===== config.mk =====
export PLATFORM = sky130hd
export DESIGN_NAME = universal_shift_reg_flat
export DESIGN_NICKNAME = d
export VERILOG_FILES = /design/src/rtl/universal_shift_reg_if.sv /design/src/rtl/universal_shift_reg.sv /design/src/flat_wrapper.sv
export SDC_FILE = /design/constraint.sdc
export NUM_CORES = 1
export LEC_CHECK = 0
export ABC_AREA = 0
export BUFFER_PORTS_ARGS = -buffer_cell sky130_fd_sc_hd__buf_4
export CELL_PAD_IN_SITES_DETAIL_PLACEMENT = 1
export CELL_PAD_IN_SITES_GLOBAL_PLACEMENT = 2
export CORE_ASPECT_RATIO = 1.5
export CORE_MARGIN = 1.5
export CORE_UTILIZATION = 33
export DETAILED_ROUTE_END_ITERATION = 8
export PLACE_DENSITY = 0.95
export SLEW_MARGIN = 40
export SYNTH_ARGS = -nofsm -noshare
export SYNTH_HDL_FRONTEND = slang
export SYNTH_SLANG_ARGS = --single-unit

===== constraint.sdc =====
create_clock -name clk_2 -period 2.3 [get_ports clk_2]
set_input_delay 0.115 -clock clk_2 [delete_from_list [all_inputs] [get_ports clk_2]]
set_output_delay 0.115 -clock clk_2 [all_outputs]
set_load 0.005 [all_outputs]

===== src/rtl/universal_shift_reg_if.sv =====
// universal_shift_reg_if
// Groups the shift register's control inputs and observable outputs into one bundle.
// The clock and reset are not part of the bundle.
//
// Parameters:
//   WIDTH       register width in bits (legal >= 2)
//
// Signals (direction as seen from the slave, i.e. the shift register):
//   en          in   1      clock enable
//   mode        in   3      operation select
//   serial_in   in   1      bit shifted into the vacated end
//   par_in      in   WIDTH  parallel load data
//   shreg_out   out  WIDTH  current shift register contents
//   serial_out  out  1      bit about to leave the register
//   data_out    out  WIDTH  last completed or loaded word
//   word_valid  out  1      one-cycle pulse after data_out updates
//   bit_cnt     out  CNT_W  serial shifts accumulated toward the current word
//   parity_out  out  1      ^data_out (only when USR_PARITY_EN is defined)
//
// Optional feature macro: USR_PARITY_EN

interface universal_shift_reg_if #(
    parameter int WIDTH = 8
);
    localparam int CNT_W = $clog2(WIDTH + 1);

    logic             en;
    logic [2:0]       mode;
    logic             serial_in;
    logic [WIDTH-1:0] par_in;
    logic [WIDTH-1:0] shreg_out;
    logic             serial_out;
    logic [WIDTH-1:0] data_out;
    logic             word_valid;
    logic [CNT_W-1:0] bit_cnt;
`ifdef USR_PARITY_EN
    logic             parity_out;
`endif

    // Driver side: the board switches / testbench.
    modport master (
        output en,
        output mode,
        output serial_in,
        output par_in,
`ifdef USR_PARITY_EN
        input  parity_out,
`endif
        input  shreg_out,
        input  serial_out,
        input  data_out,
        input  word_valid,
        input  bit_cnt
    );

    // Register side.
    modport slave (
        input  en,
        input  mode,
        input  serial_in,
        input  par_in,
`ifdef USR_PARITY_EN
        output parity_out,
`endif
        output shreg_out,
        output serial_out,
        output data_out,
        output word_valid,
        output bit_cnt
    );
endinterface


===== src/rtl/universal_shift_reg.sv =====
// universal_shift_reg
// WIDTH-bit universal shift register with hold, shift left/right, rotate
// left/right, parallel load and clear. A word-assembly counter tracks serial
// shifts; when WIDTH of them have accumulated, the completed word is latched
// into data_out and word_valid pulses for one cycle. A parallel load also
// latches data_out and pulses word_valid.
//
// Ports:
//   clk_2   in  1  system clock, rising edge
//   reset   in  1  asynchronous, active-high reset
//   bus     universal_shift_reg_if.slave (en, mode, serial_in, par_in,
//           shreg_out, serial_out, data_out, word_valid, bit_cnt,
//           parity_out when enabled)
//
// Optional feature macro: USR_PARITY_EN adds a registered parity_out equal
// to ^data_out, updated on the same edge as data_out.

module universal_shift_reg #(
    parameter int WIDTH = 8
) (
    input  logic                  clk_2,
    input  logic                  reset,
    universal_shift_reg_if.slave  bus
);
    localparam int CNT_W = $clog2(WIDTH + 1);

    typedef enum logic [2:0] {
        MODE_HOLD  = 3'b000,
        MODE_SHL   = 3'b001,
        MODE_SHR   = 3'b010,
        MODE_ROL   = 3'b011,
        MODE_ROR   = 3'b100,
        MODE_LOAD  = 3'b101,
        MODE_CLEAR = 3'b110,
        MODE_RSVD  = 3'b111
    } mode_e;

    mode_e            op;
    logic [WIDTH-1:0] shreg;
    logic [WIDTH-1:0] shreg_nxt;
    logic [WIDTH-1:0] data_q;
    logic [WIDTH-1:0] data_nxt;
    logic [CNT_W-1:0] cnt;
    logic [CNT_W-1:0] cnt_nxt;
    logic             valid_q;
    logic             valid_nxt;
    logic             shift_evt;

    assign op = mode_e'(bus.mode);

    // Next-state selection for the register, the word counter and the
    // completed-word latch. Shifts count toward a word regardless of direction;
    // rotates do not, since no new serial bit enters.
    always_comb begin
        shreg_nxt = shreg;
        data_nxt  = data_q;
        cnt_nxt   = cnt;
        valid_nxt = 1'b0;
        shift_evt = 1'b0;

        unique case (op)
            MODE_SHL: begin
                shreg_nxt = {shreg[WIDTH-2:0], bus.serial_in};
                shift_evt = 1'b1;
            end
            MODE_SHR: begin
                shreg_nxt = {bus.serial_in, shreg[WIDTH-1:1]};
                shift_evt = 1'b1;
            end
            MODE_ROL:   shreg_nxt = {shreg[WIDTH-2:0], shreg[WIDTH-1]};
            MODE_ROR:   shreg_nxt = {shreg[0], shreg[WIDTH-1:1]};
            MODE_LOAD: begin
                shreg_nxt = bus.par_in;
                data_nxt  = bus.par_in;
                cnt_nxt   = '0;
                valid_nxt = 1'b1;
            end
            MODE_CLEAR: begin
                shreg_nxt = '0;
                data_nxt  = '0;
                cnt_nxt   = '0;
            end
            MODE_HOLD, MODE_RSVD: ;
            default: ;
        endcase

        // The shift that brings the count to WIDTH completes the word: the
        // freshly shifted value (not the old one) is what gets latched.
        if (shift_evt) begin
            if (cnt == CNT_W'(WIDTH - 1)) begin
                cnt_nxt   = '0;
                data_nxt  = shreg_nxt;
                valid_nxt = 1'b1;
            end else begin
                cnt_nxt = cnt + CNT_W'(1);
            end
        end
    end

    // State register. word_valid is cleared on every edge, even when en=0,
    // so the pulse is exactly one cycle wide; everything else only moves
    // when enabled.
    always_ff @(posedge clk_2 or posedge reset) begin
        if (reset) begin
            shreg   <= '0;
            data_q  <= '0;
            cnt     <= '0;
            valid_q <= 1'b0;
        end else begin
            valid_q <= 1'b0;
            if (bus.en) begin
                shreg   <= shreg_nxt;
                data_q  <= data_nxt;
                cnt     <= cnt_nxt;
                valid_q <= valid_nxt;
            end
        end
    end

`ifdef USR_PARITY_EN
    logic parity_q;

    // Parity follows data_out edge for edge, so it is valid alongside word_valid.
    always_ff @(posedge clk_2 or posedge reset) begin
        if (reset) begin
            parity_q <= 1'b0;
        end else if (bus.en) begin
            parity_q <= ^data_nxt;
        end
    end

    assign bus.parity_out = parity_q;
`endif

    // The outgoing bit depends on which end a left-moving mode pushes out.
    assign bus.serial_out = (op == MODE_SHL || op == MODE_ROL) ? shreg[WIDTH-1] : shreg[0];

    assign bus.shreg_out  = shreg;
    assign bus.data_out   = data_q;
    assign bus.word_valid = valid_q;
    assign bus.bit_cnt    = cnt;

endmodule

===== src/flat_wrapper.sv =====
// flat-port wrapper written by rule: the top's interface ports become plain ports
module universal_shift_reg_flat 
#(
    parameter int WIDTH = 8
)
  (clk_2, reset, bus_en, bus_mode, bus_serial_in, bus_par_in, bus_shreg_out, bus_serial_out, bus_data_out, bus_word_valid, bus_bit_cnt);
  universal_shift_reg_if #(.WIDTH(WIDTH)) bus_i ();
  input  logic clk_2;
  input  logic reset;
  input wire logic [$bits(bus_i.en)-1:0] bus_en;
  input wire logic [$bits(bus_i.mode)-1:0] bus_mode;
  input wire logic [$bits(bus_i.serial_in)-1:0] bus_serial_in;
  input wire logic [$bits(bus_i.par_in)-1:0] bus_par_in;
  output wire logic [$bits(bus_i.shreg_out)-1:0] bus_shreg_out;
  output wire logic [$bits(bus_i.serial_out)-1:0] bus_serial_out;
  output wire logic [$bits(bus_i.data_out)-1:0] bus_data_out;
  output wire logic [$bits(bus_i.word_valid)-1:0] bus_word_valid;
  output wire logic [$bits(bus_i.bit_cnt)-1:0] bus_bit_cnt;
  assign bus_i.en = bus_en;
  assign bus_i.mode = bus_mode;
  assign bus_i.serial_in = bus_serial_in;
  assign bus_i.par_in = bus_par_in;
  assign bus_shreg_out = bus_i.shreg_out;
  assign bus_serial_out = bus_i.serial_out;
  assign bus_data_out = bus_i.data_out;
  assign bus_word_valid = bus_i.word_valid;
  assign bus_bit_cnt = bus_i.bit_cnt;
  universal_shift_reg #(.WIDTH(WIDTH)) u_core (.clk_2(clk_2), .reset(reset), .bus(bus_i));
endmodule

==> out/qor.yml, run 1 <==
gpl.final_weighted_congestion: 0.800
vias: 1425
first_iter_violations: 56
cts_max_level: 1
syn_area_um2: 1400
tightest_slew_ps: 642
path_clk_slew_ps: 100
worst_setup_slack_for_register_to_register_paths_ps: 550
tritoncts: "built"
layout-drive-gt1-share_pct: 25.7
die_w_um: 56.2
cp.arrival_ps: 1880
timing.max_slew.rel_slack_pct: 57.1
post_dp_cell_area_um2: 1660
ff2ff_path_depth: 5
rows: 28
report.final.hold_viol_count: 0
drcViolationCount: 0
leakagePower_nw: 0.750
timing.fmax_mhz: 573
peakVddDrop_v: 0.000309
synthDominantAreaCellType: "dfrtp_1"
cts_num_sinks: 21
timing.final.setup_violations: 0
max-cap-violations: 0
place.port_buffers: 36
crit-reg2reg-launch: "u_core.bus.bit_cnt[0]$_DFFE_PP0P_"
mostFrequentLayoutCell: "buf_4"
finish.utilization_pct: 43.0
post_detailed_route_count_of_antenna_violating_nets: 0
synth_cells: 158
place_hpwl_um: 3080
critPathTopFamily: "simple AND/OR/NAND/NOR gates"
crit-reg2reg-capture: "u_core.bus.data_out[6]$_DFFE_PP0P_"
status: "completed"
final_number_of_max_transition_violations: 0
ys_ff_latch: 21
cts_max_path_buffers: 2
synth-async-reset-ratio_pct: 100
power_density_nw_per_um2: 664
crit_path_end_kind: "flop"
worst_path_max_delay_cell: "dfrtp_1"
synthTopCellsByArea: "dfrtp_1 (37%), o21ai_0 (5.0%), nand2_1 (3.7%), o21ai_1 (3.6%), a2bb2oi_1 (3.1%)"
rsz_0062_raised_after_global_routing: "no"
fin_tns_setup_ps: 0
critical_path.endpoint: "u_core.bus.data_out[6]$_DFFE_PP0P_"
cts-buffers-inserted: 3
worstSetupStartpointType: "flop"
clock_insertion_delay_worst_skew_ps: 270
ordered_cell_list_for_the_critical_path: "ha_1, nand4bb_1, nand2b_1, or2_0, o221ai_1"
via_per_inst: 6.14
dr.pass1.iters: 5
layout_worst_path_cycle_share_pct: 75.9
core_area_um2: 3990
start_util_pct: 35.1
area_growth_pct: 22.5
synth_cell_types: 43
seq_area_frac_synth_pct: 37.5
antenna_found_initial: 0
antenna_cells_inserted: 0
finish.net_count: 204
design.portCount: 37
postSynthNetCount: 174
dieArea_um2: 4660
syn_avg_cell_area_um2: 8.88
root_cell_of_the_clock_tree: "clkbuf_8"
final_design_area_no_fill_um2: 1720
synthesis.yosys.warnings: 0
first_global_vias: 1419
critical_path_required_ps: 2430
routed_wl_um: 4370
grt_start_max_net_pins: 33
final_cell_mix: "buf_4 (36), dfrtp_1 (21), o21ai_0 (14), nand2_1 (14), o21ai_1 (10)"
post_drt_wl_per_cell_um: 18.8
postSynth.topFlopCell: "dfrtp_1"
max_stage_delay_ps: 440
gr-usage-all-layers_pct: 19.1
path_buf_inv: 0
wire_length_of_the_first_global_routing_pass_um: 7280
final.min_clock_period_ps: 1750
timing.critical_path.from: "u_core.bus.bit_cnt[0]$_DFFE_PP0P_"
synth_edf_count: 0
path_depth: 5
post-cts-setup-buffers: 0
worst_hold_path_type: "input port to flop"
globalRoute.totalOverflow: 0
synth_top_area_share_pct: 37.5
critical_path_peak_fanout: 8
fp.dieH_um: 82.8
criticalPathCategory: "flop to flop"
clock_skew_after_layout_ps: 16.2
## how the worst min path moves through the flow
| stage | cells past startpoint | startpoint | slack [ps] | to |
|---|---|---|---|---|
| 2_1_floorplan | 1 | reset | 90 | u_core.bus.bit_cnt[0]$_DFFE_PP0P_ |
| 3_3_place_gp | 2 | reset | 340 | u_core.bus.shreg_out[5]$_DFFE_PP0P_ |
| 3_5_place_dp | 2 | reset | 180 | u_core.bus.shreg_out[5]$_DFFE_PP0P_ |
| 4_1_cts | 2 | bus_en | 170 | u_core.bus.shreg_out[0]$_DFFE_PP0P_ |
| 5_1_grt | 2 | bus_en | 180 | u_core.bus.shreg_out[0]$_DFFE_PP0P_ |
| 6_report | 2 | bus_en | 170 | u_core.bus.shreg_out[0]$_DFFE_PP0P_ |
## per-stage QoR
stage	hold slack, ps	setup WS, ps	std cells	total power [mW]
2_1_floorplan	91.5	863	158	0.701
3_3_place_gp	337	689	227	0.872
3_5_place_dp	176	567	227	0.889
4_1_cts	166	556	232	1.14
5_1_grt	178	434	232	1.20
6_report	166	555	232	1.14
## repair_timing
action                    in CTS  in global routing
hold buffers                   1                  0
hold endpoints to repair      21                  0
gates resized for setup        0                  0
## synth_stat cells (all sizes together) (2+ instances only)
| cell | instances |
|---|---|
| a211oi | 2 |
| o21ai | 24 |
| o221a | 3 |
| mux2 | 2 |
| dfrtp | 21 |
| and3 | 2 |
| or2 | 2 |
| a2bb2oi | 5 |
| clkbuf | 3 |
| o221ai | 6 |
| nand2 | 14 |
| buf | 9 |
| o211ai | 5 |
| nand2b | 5 |
| a221o | 2 |
| nand3 | 2 |
| inv | 6 |
| and2 | 3 |
| a22oi | 5 |
| a21oi | 4 |
| o22ai | 2 |
| nand3b | 3 |
| nor2b | 5 |
| nor2 | 6 |
| a2bb2o | 4 |
## where the power goes
part           internal, mW  switching (mW)  leakage, nW
Clock                 0.121           0.138       0.0255
Combinational         0.201           0.164        0.457
Sequential            0.434          0.0819        0.267
## routing by layer
metal  part of all wire [%]  global-route usage [%]  vias to the layer above
met3                    4.3                    2.49                        6
met5                      0                       0                        -
met4                    1.5                    5.63                        0
met1                     44                    25.3                      721
li1                       -                       -                      651
met2                     50                    32.1                       47
## registers in the layout, indices dropped and copies added, names as in the netlist
| name | count |
|---|---|
| u_core.bus.bit_cnt | 4 |
| u_core.bus.data_out | 8 |
| u_core.bus.shreg_out | 8 |
| u_core.bus.word_valid | 1 |
## cell type report
cell class / instances / area, µm²
fillers: 507 / 2280
clock inverters: 1 / 5.00
multi-input cells: 119 / 787
inverters: 6 / 22.5
well taps: 45 / 56.3
flip-flops and latches: 21 / 526
clock buffers: 3 / 41.3
repair buffers: 37 / 280
## cell families (layout without fill, tap and decap cells)
family,count (synthesis),in the layout,synth area share (%)
simple gates,47,47,18.1
mux,3,3,2.32
xor+xnor,1,1,0.625
buf+inv,18,47,6.42
fa+ha+maj,1,1,0.892
flops,21,21,37.5
compound gates,67,67,34.2
(Power assumes the default switching activity.)
==> inputs of run 2 (changes only) <==
CORE_UTILIZATION = 30   (was 33)
PLACE_DENSITY = 0.89   (was 0.95)
clock period = 1.79 ns   (was 2.3 ns; I/O delays follow)
==> run 2 against run 1 <==
Effect of this change:
- die area increased by 9.5%
- cell count increased by 4.7%
- worst hold slack got worse by 68 ps
- combinational power increased by 33%
- cell area increased by 3.7%
- via count decreased by 0.28%
- fmax increased by 5.7%
- critical endpoint unchanged
- largest cell class unchanged
- largest power group unchanged
- highest routed layer unchanged
==> out/qor.yml, run 2 (same netlist as run 1, synthesis figures left out) <==
timing.max_slew.rel_slack_pct: 79.0  # +22 points
layout_worst_path_cycle_share_pct: 92.3  # +16 points
setup_slack_ps: 138  # -417 ps
globalRoute.totalOverflow: 0  # unchanged
finish.net_count: 212  # +3.9%
final.min_clock_period_ps: 1650  # -93.3 ps
timing.critical_path.from: "u_core.bus.bit_cnt[0]$_DFFE_PP0P_"
path_buf_inv: 1  # +1
clock_insertion_delay_worst_skew_ps: 280  # about the same
cts_max_level: 1  # unchanged
seqCellArea_um2: 526  # unchanged
post_drt_wl_per_cell_um: 18.1  # -3.8%
drcViolationCount: 0  # unchanged
post_dp_cell_area_um2: 1730  # +3.8%
status: "completed"
die_w_um: 58.8  # +4.6%
core_area_um2: 4500  # +13%
multi_input_gate_area_um2: 787  # unchanged
grt_start_max_net_pins: 33  # unchanged
clkPwrFrac_pct: 22.4  # -0.3 points
crit_path_end_kind: "flop"
path_depth: 6  # +1
worstSetupStartpointType: "flop"
tritoncts: "built"
antenna_cells_inserted: 0  # unchanged
totalPowerFinal_mw: 1.48  # +29%
critical_path.endpoint: "u_core.bus.data_out[6]$_DFFE_PP0P_"
place_hpwl_um: 3210  # +4.3%
critical_path_required_ps: 1980  # -450 ps
fin_tns_setup_ps: 0  # unchanged
place.port_buffers: 36  # unchanged
report.final.hold_viol_count: 0  # unchanged
gr-usage-all-layers_pct: 18.9  # -0.16 points
routed_wl_um: 4400  # +0.80%
critPathTopFamily: "simple AND/OR/NAND/NOR gates"
crit-reg2reg-launch: "u_core.bus.bit_cnt[0]$_DFFE_PP0P_"
first_global_vias: 1472  # +3.7%
power.share.combinational_pct: 32.8  # +0.8 points
worst_path_max_delay_cell: "dfrtp_1"
root_cell_of_the_clock_tree: "clkbuf_8"
worst_setup_slack_for_register_to_register_paths_ps: 140  # -420 ps
final_design_area_no_fill_um2: 1780  # +3.7%
rsz_0062_raised_after_global_routing: "no"
fin_hold_ws_ps: 98.3  # -67.9 ps
criticalPathCategory: "flop to flop"
max_stage_delay_ps: 430  # about the same
design.portCount: 37  # unchanged
power_density_nw_per_um2: 828  # +25%
layout-drive-gt1-share_pct: 28.2  # +2.5 points
mostFrequentLayoutCell: "buf_4"
vias: 1421  # -0.28%
tightest_slew_ps: 314  # -327 ps
clock_skew_after_layout_ps: 6.87  # -9.34 ps
hold_path.startpoint: "bus_en"
gpl.final_weighted_congestion: 0.779  # -2.6%
cp.arrival_ps: 1850  # -30 ps
dr.pass1.iters: 4  # -1
peakVddDrop_v: 0.000439  # +42%
power_switching_mw: 0.492  # +28%
nFillCells: 540  # +6.5%
share_seq_of_total_power_pct: 44.8  # -0.5 points
first_iter_violations: 77  # +38%
intPower_mw: 0.984  # +30%
antenna_found_initial: 0  # unchanged
max-cap-violations: 0  # unchanged
cts-buffers-inserted: 3  # unchanged
fp.dieH_um: 86.7  # +4.7%
cts_max_path_buffers: 2  # unchanged
final_cell_mix: "buf_4 (44), dfrtp_1 (21), o21ai_0 (14), nand2_1 (14), o21ai_1 (10)"
netSwitchingFraction_pct: 33.3  # -0.33 points
ff2ff_path_depth: 6  # +1
path_clk_slew_ps: 80  # -20 ps
area_growth_pct: 27.0
post-cts-setup-buffers: 0  # unchanged
timing.final.setup_violations: 0  # unchanged
final_number_of_max_transition_violations: 0  # unchanged
worst_hold_path_type: "input port to flop"
ordered_cell_list_for_the_critical_path: "ha_1, nand4bb_1, nand2b_1, or2_0, buf_4, o221ai_1"
cts_num_sinks: 21  # unchanged
dieArea_um2: 5100  # +9.5%
critical_path_peak_fanout: 7  # -1
start_util_pct: 31.1  # -4.0 points
via_per_inst: 5.85  # -4.8%
timing.fmax_mhz: 605  # +5.7%
rows: 30  # +7.1%
crit-reg2reg-capture: "u_core.bus.data_out[6]$_DFFE_PP0P_"
post_detailed_route_count_of_antenna_violating_nets: 0  # unchanged
wire_length_of_the_first_global_routing_pass_um: 7310  # +0.48%
leakagePower_nw: 0.788  # +5.1%
detailedPlace.worstSlack_ps: 133  # -435 ps
[run 2: changes by cell type in the layout (fill, tap and decap cells not counted), sizes merged]
cell	change
buf	+8
[run 2: how the worst min path moves through the flow]
stage,endpoint,slack (ps),depth (start not counted)
after global routing,u_core.bus.shreg_out[0]$_DFFE_PP0P_,100,2
after global placement,u_core.bus.shreg_out[4]$_DFFE_PP0P_,150,3
after CTS,u_core.bus.shreg_out[0]$_DFFE_PP0P_,100,2
after detailed placement,u_core.bus.shreg_out[4]$_DFFE_PP0P_,160,3
final,u_core.bus.shreg_out[0]$_DFFE_PP0P_,100,2
after floorplan,u_core.bus.bit_cnt[0]$_DFFE_PP0P_,70,1
[run 2: per-stage QoR]
stage | utilization, % | instances
2_1_floorplan | - | 158
3_3_place_gp | 38.3 | 238
3_5_place_dp | 38.3 | 238
4_1_cts | 39.6 | 243
5_1_grt | 39.6 | 243
6_report | 39.6 | 243
[run 2: repair_timing]
item / in CTS / in global routing
hold endpoints to repair: 21 / 0
hold buffers: 1 / 0
resized for setup: 0 / 0
[run 2: power by group through the flow]
stage / clock network [mW] / registers [mW] / logic, mW
after floorplan: 0 / 0.650 / 0.250
after global placement: 0 / 0.662 / 0.472
after detailed placement: 0 / 0.670 / 0.487
after CTS: 0.342 / 0.661 / 0.490
after global routing: 0.358 / 0.679 / 0.534
final: 0.331 / 0.660 / 0.484
[run 2: layout make-up]
type / instances / area share, %
multi-input combinational: 119 / 44.2
sequential: 21 / 29.5
timing repair buffer: 45 / 19.1
tap: 48 / 3.37
clock buffer: 3 / 2.32
inverter: 6 / 1.26
clock inverter: 1 / 0.281
[run 2: per-layer routing]
layer / part of all wire, % / global-route usage [%]
met1: 44 / 23.8
met3: 4.1 / 2.54
met4: 1.9 / 7.85
met2: 50 / 31.9
met5: 0 / 0
